<file path="src/rtl/alarm_pkg.sv">
// alarm_pkg
//   Shared definitions for the alarm controller: FSM state encoding, the bit
//   ranges of the packed time word, the "no previous second" marker and a
//   field-wise time comparison helper.
package alarm_pkg;

  typedef enum logic [1:0] {
    ST_IDLE   = 2'd0,
    ST_RING   = 2'd1,
    ST_SNOOZE = 2'd2
  } state_e;

  localparam int SEC_LSB      = 0;
  localparam int SEC_MSB      = 5;
  localparam int MIN_LSB      = 6;
  localparam int MIN_MSB      = 11;
  localparam int HOUR_LSB     = 12;
  localparam int HOUR_MSB     = 16;
  localparam int MERIDIAN_BIT = 17;

  localparam logic [5:0] SEC_INVALID = 6'h3F;

  // Compares hour/min/sec only; the meridian bit is not part of either word.
  function automatic logic time_match(input logic [16:0] cur, input logic [16:0] alm);
    return (cur[HOUR_MSB:HOUR_LSB] == alm[HOUR_MSB:HOUR_LSB]) &&
           (cur[MIN_MSB:MIN_LSB]   == alm[MIN_MSB:MIN_LSB])   &&
           (cur[SEC_MSB:SEC_LSB]   == alm[SEC_MSB:SEC_LSB]);
  endfunction

endpackage

</file>
<file path="src/rtl/alarm_ctrl_btn_edge.sv">
// btn_edge
//   Registered rising-edge detector for a debounced button level.
//   The pulse appears one clock after the pin rises and lasts one cycle.
// Ports
//   clk_i     system clock
//   resetn_i  synchronous active-low reset
//   in_i      debounced button level
//   rise_o    one-cycle pulse on a 0->1 transition of in_i
module btn_edge (
  input  logic clk_i,
  input  logic resetn_i,
  input  logic in_i,
  output logic rise_o
);

  logic in_q;
  logic rise_q;

  always_ff @(posedge clk_i) begin
    if (!resetn_i) begin
      in_q   <= 1'b0;
      rise_q <= 1'b0;
    end else begin
      in_q   <= in_i;
      rise_q <= in_i & ~in_q;
    end
  end

  assign rise_o = rise_q;

endmodule

</file>
<file path="src/rtl/alarm_ctrl.sv">
// alarm_ctrl
//   Compares the running time with the programmed alarm on every new second
//   and drives the buzzer. Handles ring timeout, limited snooze and stop.
//
//   state     | meaning
//   ST_IDLE   | armed or disarmed, waiting for a time match
//   ST_RING   | buzzer beeping (toggles each second), ring timer running
//   ST_SNOOZE | buzzer silent, snooze timer running toward a re-ring
//
// Ports
//   clk_i          system clock (shared with the time-count stage)
//   resetn_i       synchronous active-low reset
//   cur_time_i     {meridian, hour, min, sec} running time
//   alarm_time_i   {hour, min, sec} alarm setting
//   alarm_en_i     alarm armed
//   setting_i      user editing, suppresses a new match
//   stop_btn_i     debounced stop button level
//   snooze_btn_i   debounced snooze button level
//   buzzer_o       buzzer drive
//   alarm_active_o high while ringing or snoozing
//   snooze_cnt_o   snoozes used in the current alarm event
module alarm_ctrl
  import alarm_pkg::*;
#(
  parameter int unsigned RING_SEC   = 60,
  parameter int unsigned SNOOZE_SEC = 300,
  parameter int unsigned MAX_SNOOZE = 3
) (
  input  logic        clk_i,
  input  logic        resetn_i,
  input  logic [17:0] cur_time_i,
  input  logic [16:0] alarm_time_i,
  input  logic        alarm_en_i,
  input  logic        setting_i,
  input  logic        stop_btn_i,
  input  logic        snooze_btn_i,
  output logic        buzzer_o,
  output logic        alarm_active_o,
  output logic [2:0]  snooze_cnt_o
);

  localparam logic [7:0] RING_INIT   = RING_SEC[7:0];
  localparam logic [9:0] SNOOZE_INIT = SNOOZE_SEC[9:0];
  localparam logic [2:0] SNOOZE_MAX  = MAX_SNOOZE[2:0];

  state_e     state_q;
  logic [5:0] sec_prev_q;
  logic [7:0] ring_cnt_q;
  logic [9:0] snz_cnt_q;
  logic [2:0] snooze_cnt_q;
  logic       beep_q;
  logic       buzzer_q;
  logic       active_q;

  logic stop_rise;
  logic snooze_rise;
  logic sec_tick;
  logic match;
  logic unused_meridian;

  btn_edge u_stop_edge (
    .clk_i    (clk_i),
    .resetn_i (resetn_i),
    .in_i     (stop_btn_i),
    .rise_o   (stop_rise)
  );

  btn_edge u_snooze_edge (
    .clk_i    (clk_i),
    .resetn_i (resetn_i),
    .in_i     (snooze_btn_i),
    .rise_o   (snooze_rise)
  );

  assign unused_meridian = cur_time_i[MERIDIAN_BIT];

  // sec_prev starts invalid so the first observed seconds value never ticks.
  assign sec_tick = (cur_time_i[SEC_MSB:SEC_LSB] != sec_prev_q) && (sec_prev_q != SEC_INVALID);
  assign match    = sec_tick && alarm_en_i && !setting_i &&
                    time_match(cur_time_i[HOUR_MSB:SEC_LSB], alarm_time_i);

  // Timers end on the tick that brings them to zero (count <= 1 before the
  // tick), so a load of N expires on exactly the N-th tick and never wraps.
  always_ff @(posedge clk_i) begin
    if (!resetn_i) begin
      state_q      <= ST_IDLE;
      sec_prev_q   <= SEC_INVALID;
      ring_cnt_q   <= '0;
      snz_cnt_q    <= '0;
      snooze_cnt_q <= '0;
      beep_q       <= 1'b0;
      buzzer_q     <= 1'b0;
      active_q     <= 1'b0;
    end else begin
      sec_prev_q <= cur_time_i[SEC_MSB:SEC_LSB];
      case (state_q)
        ST_IDLE: begin
          if (match) begin
            state_q      <= ST_RING;
            ring_cnt_q   <= RING_INIT;
            snooze_cnt_q <= '0;
            beep_q       <= 1'b1;
            buzzer_q     <= 1'b1;
            active_q     <= 1'b1;
          end
        end
        ST_RING: begin
          if (stop_rise || !alarm_en_i) begin
            state_q  <= ST_IDLE;
            buzzer_q <= 1'b0;
            active_q <= 1'b0;
          end else if (snooze_rise && (snooze_cnt_q < SNOOZE_MAX)) begin
            state_q      <= ST_SNOOZE;
            snz_cnt_q    <= SNOOZE_INIT;
            snooze_cnt_q <= snooze_cnt_q + 3'd1;
            buzzer_q     <= 1'b0;
          end else if (sec_tick) begin
            if (ring_cnt_q <= 8'd1) begin
              state_q    <= ST_IDLE;
              ring_cnt_q <= '0;
              buzzer_q   <= 1'b0;
              active_q   <= 1'b0;
            end else begin
              ring_cnt_q <= ring_cnt_q - 8'd1;
              beep_q     <= ~beep_q;
              buzzer_q   <= ~beep_q;
            end
          end
        end
        ST_SNOOZE: begin
          if (stop_rise || !alarm_en_i) begin
            state_q  <= ST_IDLE;
            buzzer_q <= 1'b0;
            active_q <= 1'b0;
          end else if (sec_tick) begin
            if (snz_cnt_q <= 10'd1) begin
              state_q    <= ST_RING;
              snz_cnt_q  <= '0;
              ring_cnt_q <= RING_INIT;
              beep_q     <= 1'b1;
              buzzer_q   <= 1'b1;
            end else begin
              snz_cnt_q <= snz_cnt_q - 10'd1;
            end
          end
        end
        default: begin
          state_q  <= ST_IDLE;
          buzzer_q <= 1'b0;
          active_q <= 1'b0;
        end
      endcase
    end
  end

  assign buzzer_o       = buzzer_q;
  assign alarm_active_o = active_q;
  assign snooze_cnt_o   = snooze_cnt_q;

endmodule
</file>
<file path="config.mk">
export PLATFORM = sky130hd
export DESIGN_NAME = alarm_ctrl
export DESIGN_NICKNAME = d
export VERILOG_FILES = /design/src/rtl/alarm_pkg.sv /design/src/rtl/alarm_ctrl_btn_edge.sv /design/src/rtl/alarm_ctrl.sv
export SDC_FILE = /design/constraint.sdc
export NUM_CORES = 1
export LEC_CHECK = 0
export CAP_MARGIN = 20
export CORE_ASPECT_RATIO = 1.25
export CORE_MARGIN = 2
export CORE_UTILIZATION = 40
export CTS_CLUSTER_DIAMETER = 200
export DETAILED_ROUTE_END_ITERATION = 10
export GPL_TIMING_DRIVEN = 0
export PLACE_DENSITY_LB_ADDON = 0.05
export SLEW_MARGIN = 10
export SYNTH_ARGS = -nofsm -noshare
export SYNTH_HDL_FRONTEND = slang
export SYNTH_SLANG_ARGS = --single-unit
</file>
<file path="constraint.sdc">
create_clock -name clk_i -period 2.95 [get_ports clk_i]
set_clock_uncertainty 0.05 [all_clocks]
set_input_delay 0.885 -clock clk_i [delete_from_list [all_inputs] [get_ports clk_i]]
set_output_delay 0.885 -clock clk_i [all_outputs]
set_load 0.01 [all_outputs]
</file>
==> results of run 1 <==
==> per-layer routing <==
layer / global-route usage (%) / up-vias / routed length, um
met2: 35.2 / 59 / 2900
met4: 6.86 / 0 / 67
li1: - / 1110 / -
met1: 22.8 / 991 / 2420
met5: 0 / - / 0
met3: 3.11 / 6 / 252
==> Yosys cell counts, drive strengths merged, types with 2 or more instances <==
library cell  instances
dfxtp                36
nor2                 23
nand2                20
a21oi                18
xnor2                17
o21ai                13
nand4                12
nand3                10
nor3                 10
clkbuf                9
nand2b                9
inv                   7
nor4                  7
nand3b                6
xor2                  6
buf                   5
ha                    5
o211ai                5
and2                  4
mux2i                 4
nor2b                 4
a211oi                3
a31oi                 3
or2                   3
or3                   3
a21boi                2
a21o                  2
a22oi                 2
nor4b                 2
o221a                 2
o311ai                2
o31ai                 2
==> flip-flops by register name, summed over array words and instances, names as in the netlist <==
signal	flops
snz_cnt_q	10
ring_cnt_q	8
sec_prev_q	6
snooze_cnt_o	3
state_q	2
alarm_active_o	1
beep_q	1
buzzer_o	1
u_snooze_edge.in_q	1
u_snooze_edge.rise_o	1
u_stop_edge.in_q	1
u_stop_edge.rise_o	1
==> where the power goes <==
part	switching, mW	internal [mW]
clock	0.178	0.191
sequential	0.00364	0.493
combinational	0.0612	0.0794
==> final cells by class <==
type                    instances  share of cell area (%)
inverters                       7                   0.915
repair buffers                 44                    15.3
flip-flops and latches         36                    25.1
well taps                      64                    2.79
plain buffers                  13                    2.18
multi-input cells             217                    50.5
clock buffers                   8                    3.14
==> worst paths after layout <==
check             depth (start not counted)          startpoint  slack [ns]              endpoint
hold reg to reg                           1  u_snooze_edge.in_q        0.33  u_snooze_edge.rise_o
setup / recovery                          8       cur_time_i[5]        0.18          snz_cnt_q[6]
hold / removal                            1  u_snooze_edge.in_q        0.33  u_snooze_edge.rise_o
setup reg to reg                          9       ring_cnt_q[0]        0.63        alarm_active_o
==> metrics by stage <==
step                      power, mW  hold WS (ns)  setup WS (ns)  area [um^2]  TNS (ns)
after floorplan               0.574         0.317          0.582         2240         0
after global placement        0.648         0.323         -0.377         2760     -3.93
after detailed placement      0.648         0.327         -0.365         2760     -3.96
after CTS                      1.02         0.338          0.139         2860         0
after global routing           1.05         0.359        0.00863         2870         0
final                          1.01         0.335          0.183         2870         0
==> kinds of logic after synthesis <==
kind of cell / Yosys count / share of synthesized area, %
simple gates: 120 / 30.4
compound gates: 65 / 19.7
flops: 36 / 32.2
xor+xnor: 23 / 8.99
buf+inv: 21 / 4.08
fa+ha+maj: 5 / 2.79
mux: 4 / 1.79
==> out/qor.txt, run 1 <==
======================================================================================================
Synth Flop Type                                                                                dfxtp_1
Clock transition at the register clock pins on the worst setup and hold paths after CTS        0.08 ns
Fin nets                                                                                           370
Area growth from synthesis to layout                                                             28.2%
Max Transition Viols Final                                                                           0
Count of input and output buffers                                                                   44
Vert. Die Dim                                                                                  87.7 um
Detailed-route wire length                                                                     5640 um
Share of the clock period used by the worst path                                                 93.8%
Clock sink count                                                                                    36
Final Hold Violating Endpoints                                                                       0
Initial core utilization                                                                         41.4%
Average cell area after synthesis                                                            8.17 um^2
Layout cells sized above 1                                                                       8.00%
Number of enable-type register cells in the synthesized netlist                                      0
Width of the die                                                                               70.9 um
Total routing usage reported by global routing                                                   19.3%
Share of the yosys chip area belonging to registers                                              32.2%
Slew at the pin closest to its max-slew limit                                                 0.593 ns
Highest attainable clock frequency                                                             361 MHz
Library cell contributing the largest single delay on the critical path                   clkdlybuf4s50_1
Die outline area                                                                          0.00622 mm^2
Post_cts resized                                                                                     2
Half-perimeter wire length of the detailed placement result                                    4350 um
Unrepaired setup endpoints after global routing                                                     no
Post-route non-filler standard cell count                                                          389
Remaining DRCs                                                                                       0
Via-per-instance ratio                                                                            5.57
Worst Path Required                                                                            3.09 ns
Area fraction of the dominant cell type after synthesis                                          32.2%
Leftover overflow at the end of global routing                                                       0
Mapped Area                                                                               0.00224 mm^2
Clk Latency, worst-skew pair                                                                   0.29 ns
Setup CP Type                                                                                   in2reg
Setup Fix Bufs, Post-CTS                                                                             0
Power density over cell area                                                               350 mW/mm^2
Cell count after synthesis                                                                         274
Number of max-capacitance violations reported                                                        0
Nature of the critical path endpoint                                                         flip-flop
Hold WC Path Type                                                                              reg2reg
Routability Congestion                                                                           0.866
Outcome                                                                                   complete, no violations
Warning count from the yosys run                                                                     0
Headroom to the max-slew limit                                                                   60.5%
Commonest cells after routing, fill and taps aside                                        44 x clkdlybuf4s50_1, 36 x dfxtp_1, 23 x nor2_1
I/O pin cnt                                                                                         46
Pleak                                                                                          1.00 nW
Root Buffer Master                                                                            clkbuf_8
Initial antenna violation count                                                                      0
Number of fill cells in the layout                                                                 560
Placement Rows                                                                                      30
Core area                                                                                 0.00541 mm^2
Cell accounting for the most synthesized area                                                  dfxtp_1
Cts-stage hold buffer count                                                                          0
Final core utilization                                                                           53.1%
Maximum clock path buffer count                                                                      2
CTS H-tree lvls                                                                                      2
Cell variety after synth                                                                            56
Area taken by flip-flops and latches                                                          721 um^2
CP top delay family                                                                       compound AO/OA/AOI/OAI gates
Routed via count                                                                                  2166
Antenna Cells                                                                                        0
Vias in the first global route                                                                    2090
Detailed-routing iteration count for the pre-antenna-repair pass                                     4
Most common cell after layout, fill and taps aside                                        clkdlybuf4s50_1
Buffers and inverters on the worst path                                                              2
Crit-path max FO                                                                                    10
Average routed wire per standard cell                                                          14.5 um
Endpoint arrival time on the critical path                                                     2.91 ns
Cells after DPL                                                                                    382
Multi-input logic area                                                                    0.00145 mm^2
Clock tree from TritonCTS                                                                        built
Wire length of the first global-routing pass                                                   9650 um
Most area-consuming cells after synthesis                                                 dfxtp_1 32%, xnor2_1 6.6%, nor2_1 3.9%
Critical Path, Cell by Cell                                                               clkdlybuf4s50_1 > xor2_1 > nor2_1 > a31oi_1 > a21oi_2 > buf_2 > nor3b_1 > a2bb2o_1
Number of antenna-violating nets in the routed design                                                0
Period minus WS final                                                                          2.77 ns
Starting DRC count in detailed routing                                                             104
Post-Syn Nets                                                                                      320
Largest stage delay on the critical path                                                       0.46 ns
Critical Path Start Type                                                                    input port
Share of synthesized flip-flops with an asynchronous set or reset                                   0%
Flop and latch count out of synthesis                                                               36
Clock buffer count from CTS                                                                          5
Maximum vdd drop                                                                                184 uV
Count of final setup violators                                                                       0
Largest net degree at the start of global routing                                                   11
======================================================================================================
No activity file was read; power rests on OpenSTA's default activity.
==> run 2: changes to the inputs <==
--- a/config.mk
+++ b/config.mk
@@ -7,7 +7,7 @@
 export LEC_CHECK = 0
 export CAP_MARGIN = 20
 export CORE_ASPECT_RATIO = 1.25
-export CORE_MARGIN = 2
+export CORE_MARGIN = 8
 export CORE_UTILIZATION = 40
 export CTS_CLUSTER_DIAMETER = 200
 export DETAILED_ROUTE_END_ITERATION = 10
@@ -16,4 +16,5 @@
 export SLEW_MARGIN = 10
 export SYNTH_ARGS = -nofsm -noshare
 export SYNTH_HDL_FRONTEND = slang
+export SYNTH_HIERARCHICAL = 1
 export SYNTH_SLANG_ARGS = --single-unit
==> run 2 against run 1 <==
Power grew 0.75%; sequential cell count is the same; cell area up 0.83%; sequential share of layout area is 0.21 points lower; sequential power about the same; clock-buffer cell count is the same; via count down 0.74%; critical path type unchanged; largest cell class unchanged.
==> out/qor.txt, run 2 <==
======================================================================================================
Post-Syn Nets                                                                                      309   -3.4%
Highest attainable clock frequency                                                             351 MHz   -2.9%
Via-per-instance ratio                                                                            5.63   +1.1%
Library cell contributing the largest single delay on the critical path                          or4_1
Initial core utilization                                                                         41.4%   unchanged
Depth of the worst register-to-register path                                                         6   -3
CTS H-tree lvls                                                                                      2   unchanged
Cells after DPL                                                                                    371   -2.9%
Pleak                                                                                          1.04 nW   +3.6%
Wire length of the first global-routing pass                                                  10100 um   +4.4%
Number of flip-flops under the largest register name                                                10   unchanged
Critical Path, Cell by Cell                                                               clkdlybuf4s50_1 > clkbuf_1 > clkinv_1 > or4_1 > o21ai_0
Clock transition at the register clock pins on the worst setup and hold paths after CTS        0.07 ns   about the same
Cell count after synthesis                                                                         263   -4.0%
Max Transition Viols Final                                                                           0   unchanged
Registers with the highest flip-flop counts                                               snz_cnt_q: 10 flops, ring_cnt_q: 8 flops, sec_prev_q: 6 flops
Cts-stage hold buffer count                                                                          0   unchanged
Starting DRC count in detailed routing                                                             164   +58%
Maximum vdd drop                                                                                208 uV   +13%
Hold slack final                                                                              0.409 ns   +0.0739 ns
Initial antenna violation count                                                                      0   unchanged
Half-perimeter wire length of the detailed placement result                                    4340 um   -0.21%
Width of the die                                                                               82.9 um   +17%
Power density over cell area                                                               350 mW/mm^2   about the same
Flop and latch count out of synthesis                                                               36   unchanged
Area growth from synthesis to layout                                                             29.2%
Final Hold Violating Endpoints                                                                       0   unchanged
Worst Hold End                                                                                buzzer_o
Hold WC Path Type                                                                              reg2reg
Fin nets                                                                                           363   -1.9%
Detailed-route wire length                                                                     5860 um   +4.0%
Layout cells sized above 1                                                                       9.43%   +1.4 points
FF-to-FF Start                                                                            ring_cnt_q[2]
Hold path startpoint                                                                          buzzer_o
Cell accounting for the most synthesized area                                                  dfxtp_1
Cell variety after synth                                                                            64   +14%
Most common cell in the netlist                                                                dfxtp_1
I/O pin cnt                                                                                         46   unchanged
Number of antenna-violating nets in the routed design                                                0   unchanged
Largest net degree at the start of global routing                                                   11   unchanged
Synth Flop Type                                                                                dfxtp_1
Commonest cells after routing, fill and taps aside                                        44 x clkdlybuf4s50_1, 36 x dfxtp_1, 26 x nor2_1
Number of stages on the worst hold path                                                              2   +1
Vert. Die Dim                                                                                  99.7 um   +14%
Endpoint arrival time on the critical path                                                     3.01 ns   +0.10 ns
Detailed-routing iteration count for the pre-antenna-repair pass                                     4   unchanged
Count of input and output buffers                                                                   44   unchanged
Area fraction of the dominant cell type after synthesis                                          32.2%   unchanged
R2R Setup Slk                                                                                  0.79 ns   +0.16 ns
Post-route non-filler standard cell count                                                          382   -1.8%
Mapped Area                                                                               0.00224 mm^2   unchanged
Average routed wire per standard cell                                                          15.3 um   +5.9%
Share of the yosys chip area belonging to registers                                              32.2%   unchanged
Nature of the critical path endpoint                                                         flip-flop
Critical Path Start Type                                                                    input port
Remaining DRCs                                                                                       0   unchanged
Vias in the first global route                                                                    2110   +0.96%
Routed via count                                                                                  2150   -0.74%
Period minus WS final                                                                          2.85 ns   +0.0812 ns
Routability Congestion                                                                           0.838   -3.3%
Share of the clock period used by the worst path                                                 96.5%   +2.8 points
Worst Path Required                                                                            3.12 ns   +0.03 ns
Core area                                                                                 0.00541 mm^2   unchanged
Leftover overflow at the end of global routing                                                       0   unchanged
Worst r2r dst                                                                                   beep_q
Clock tree from TritonCTS                                                                        built
Number of fill cells in the layout                                                                 522   -6.8%
Setup CP Type                                                                                   in2reg
Most area-consuming cells after synthesis                                                 dfxtp_1 32%, xnor2_1 7.0%, nor2_1 4.4%
Count of final setup violators                                                                       0   unchanged
Unrepaired setup endpoints after global routing                                                     no
Maximum clock path buffer count                                                                      2   unchanged
Clk Latency, worst-skew pair                                                                   0.29 ns   about the same
Pre-CTS worst setup slack                                                                    -0.347 ns   +0.0178 ns
Most common cell after layout, fill and taps aside                                        clkdlybuf4s50_1
Number of max-capacitance violations reported                                                        0   unchanged
Die outline area                                                                          0.00826 mm^2   +33%
Slew at the pin closest to its max-slew limit                                                 0.562 ns   -0.0306 ns
Placement Rows                                                                                      30   unchanged
Headroom to the max-slew limit                                                                   62.5%   +2.0 points
Average cell area after synthesis                                                            8.52 um^2   +4.2%
Largest stage delay on the critical path                                                       0.60 ns   +0.14 ns
Warning count from the yosys run                                                                     6   +6
Share of synthesized flip-flops with an asynchronous set or reset                                   0%   unchanged
Root Buffer Master                                                                            clkbuf_8
Total routing usage reported by global routing                                                   14.4%   -4.9 points
Minimum setup slack in the final design                                                       0.102 ns   -0.0812 ns
Crit-path max FO                                                                                    10   unchanged
Number of enable-type register cells in the synthesized netlist                                      0   unchanged
Most flops, register                                                                         snz_cnt_q
Antenna Cells                                                                                        0   unchanged
Clock sink count                                                                                    36   unchanged
Commonest cells in the netlist                                                            36 x dfxtp_1, 26 x nor2_1, 18 x xnor2_1
Outcome                                                                                   complete, no violations
Clock buffer count from CTS                                                                          5   unchanged
======================================================================================================
run 2: cell count changes after synthesis, moves of 4 or more:
| cell | previous run | this run |
|---|---|---|
| clkbuf_1 | 9 | 5 |
| nand2_1 | 20 | 16 |
| nand3b_1 | 6 | 1 |
| nand4_1 | 12 | 5 |
| nor3_1 | 9 | 5 |
| o31a_1 | 0 | 6 |
| o41ai_1 | 1 | 5 |
run 2: metal layers:
layer | part of all wire (%) | up-vias | global-route usage, %
li1 | - | 1086 | -
met1 | 43 | 1002 | 16.6
met2 | 50 | 53 | 24.6
met3 | 5.1 | 9 | 3.60
met4 | 1.7 | 0 | 5.83
met5 | 0 | - | 0
run 2: worst max path at each step:
stage | from | end | slack (ns) | depth (start not counted)
2_1_floorplan | cur_time_i[3] | snz_cnt_q[4] | 0.60 | 7
3_3_place_gp | cur_time_i[5] | snz_cnt_q[1] | -0.37 | 7
3_5_place_dp | cur_time_i[3] | snz_cnt_q[1] | -0.35 | 7
4_1_cts | cur_time_i[4] | ring_cnt_q[3] | 0.06 | 8
5_1_grt | alarm_en_i | ring_cnt_q[2] | 0.01 | 8
6_report | resetn_i | ring_cnt_q[1] | 0.10 | 5
run 2: report_power, final:
part           internal (mW)  switching, mW
Clock                  0.191          0.175
Sequential             0.493        0.00361
Combinational         0.0855         0.0654
run 2: final cells by class:
type / instances / area (um^2) / area share, %
buffer: 11 / 61.3 / 2.12
clock buffer: 8 / 90.1 / 3.11
inverter: 6 / 22.5 / 0.778
multi-input combinational: 210 / 1460 / 50.3
sequential: 36 / 721 / 24.9
tap: 64 / 80.1 / 2.77
timing repair buffer: 47 / 463 / 16.0
run 2: cell families after synthesis:
family                   synth area share, %
AO/OA/AOI/OAI                           25.8
XOR/XNOR                                9.39
adder cells (fa/ha/maj)                 2.79
buffers and inverters                   3.74
flip-flops                              32.2
multiplexers                           0.447
AND/OR/NAND/NOR                         25.7
run 2: critical path: cells and delay by family:
kind                   cells  cell delay (ns)
AO/OA/AOI/OAI              1             0.14
buffers and inverters      3             1.38
AND/OR/NAND/NOR            1             0.60
run 2: what timing repair did:
action	4_1_cts	5_1_grt
gates resized for setup	1	4
setup endpoints to repair	6	14
buffers inserted	0	3
pin swaps	0	1
run 2: stage by stage:
stage	total power, mW	area, um^2	utilization, %	TNS, ns
6_report	1.01	2890	53.5	0
5_1_grt	1.06	2890	53.5	0
4_1_cts	1.02	2850	52.7	0
3_5_place_dp	0.649	2760	51.1	-4.18
3_3_place_gp	0.648	2760	51.1	-4.52
2_1_floorplan	0.573	2240	-	0
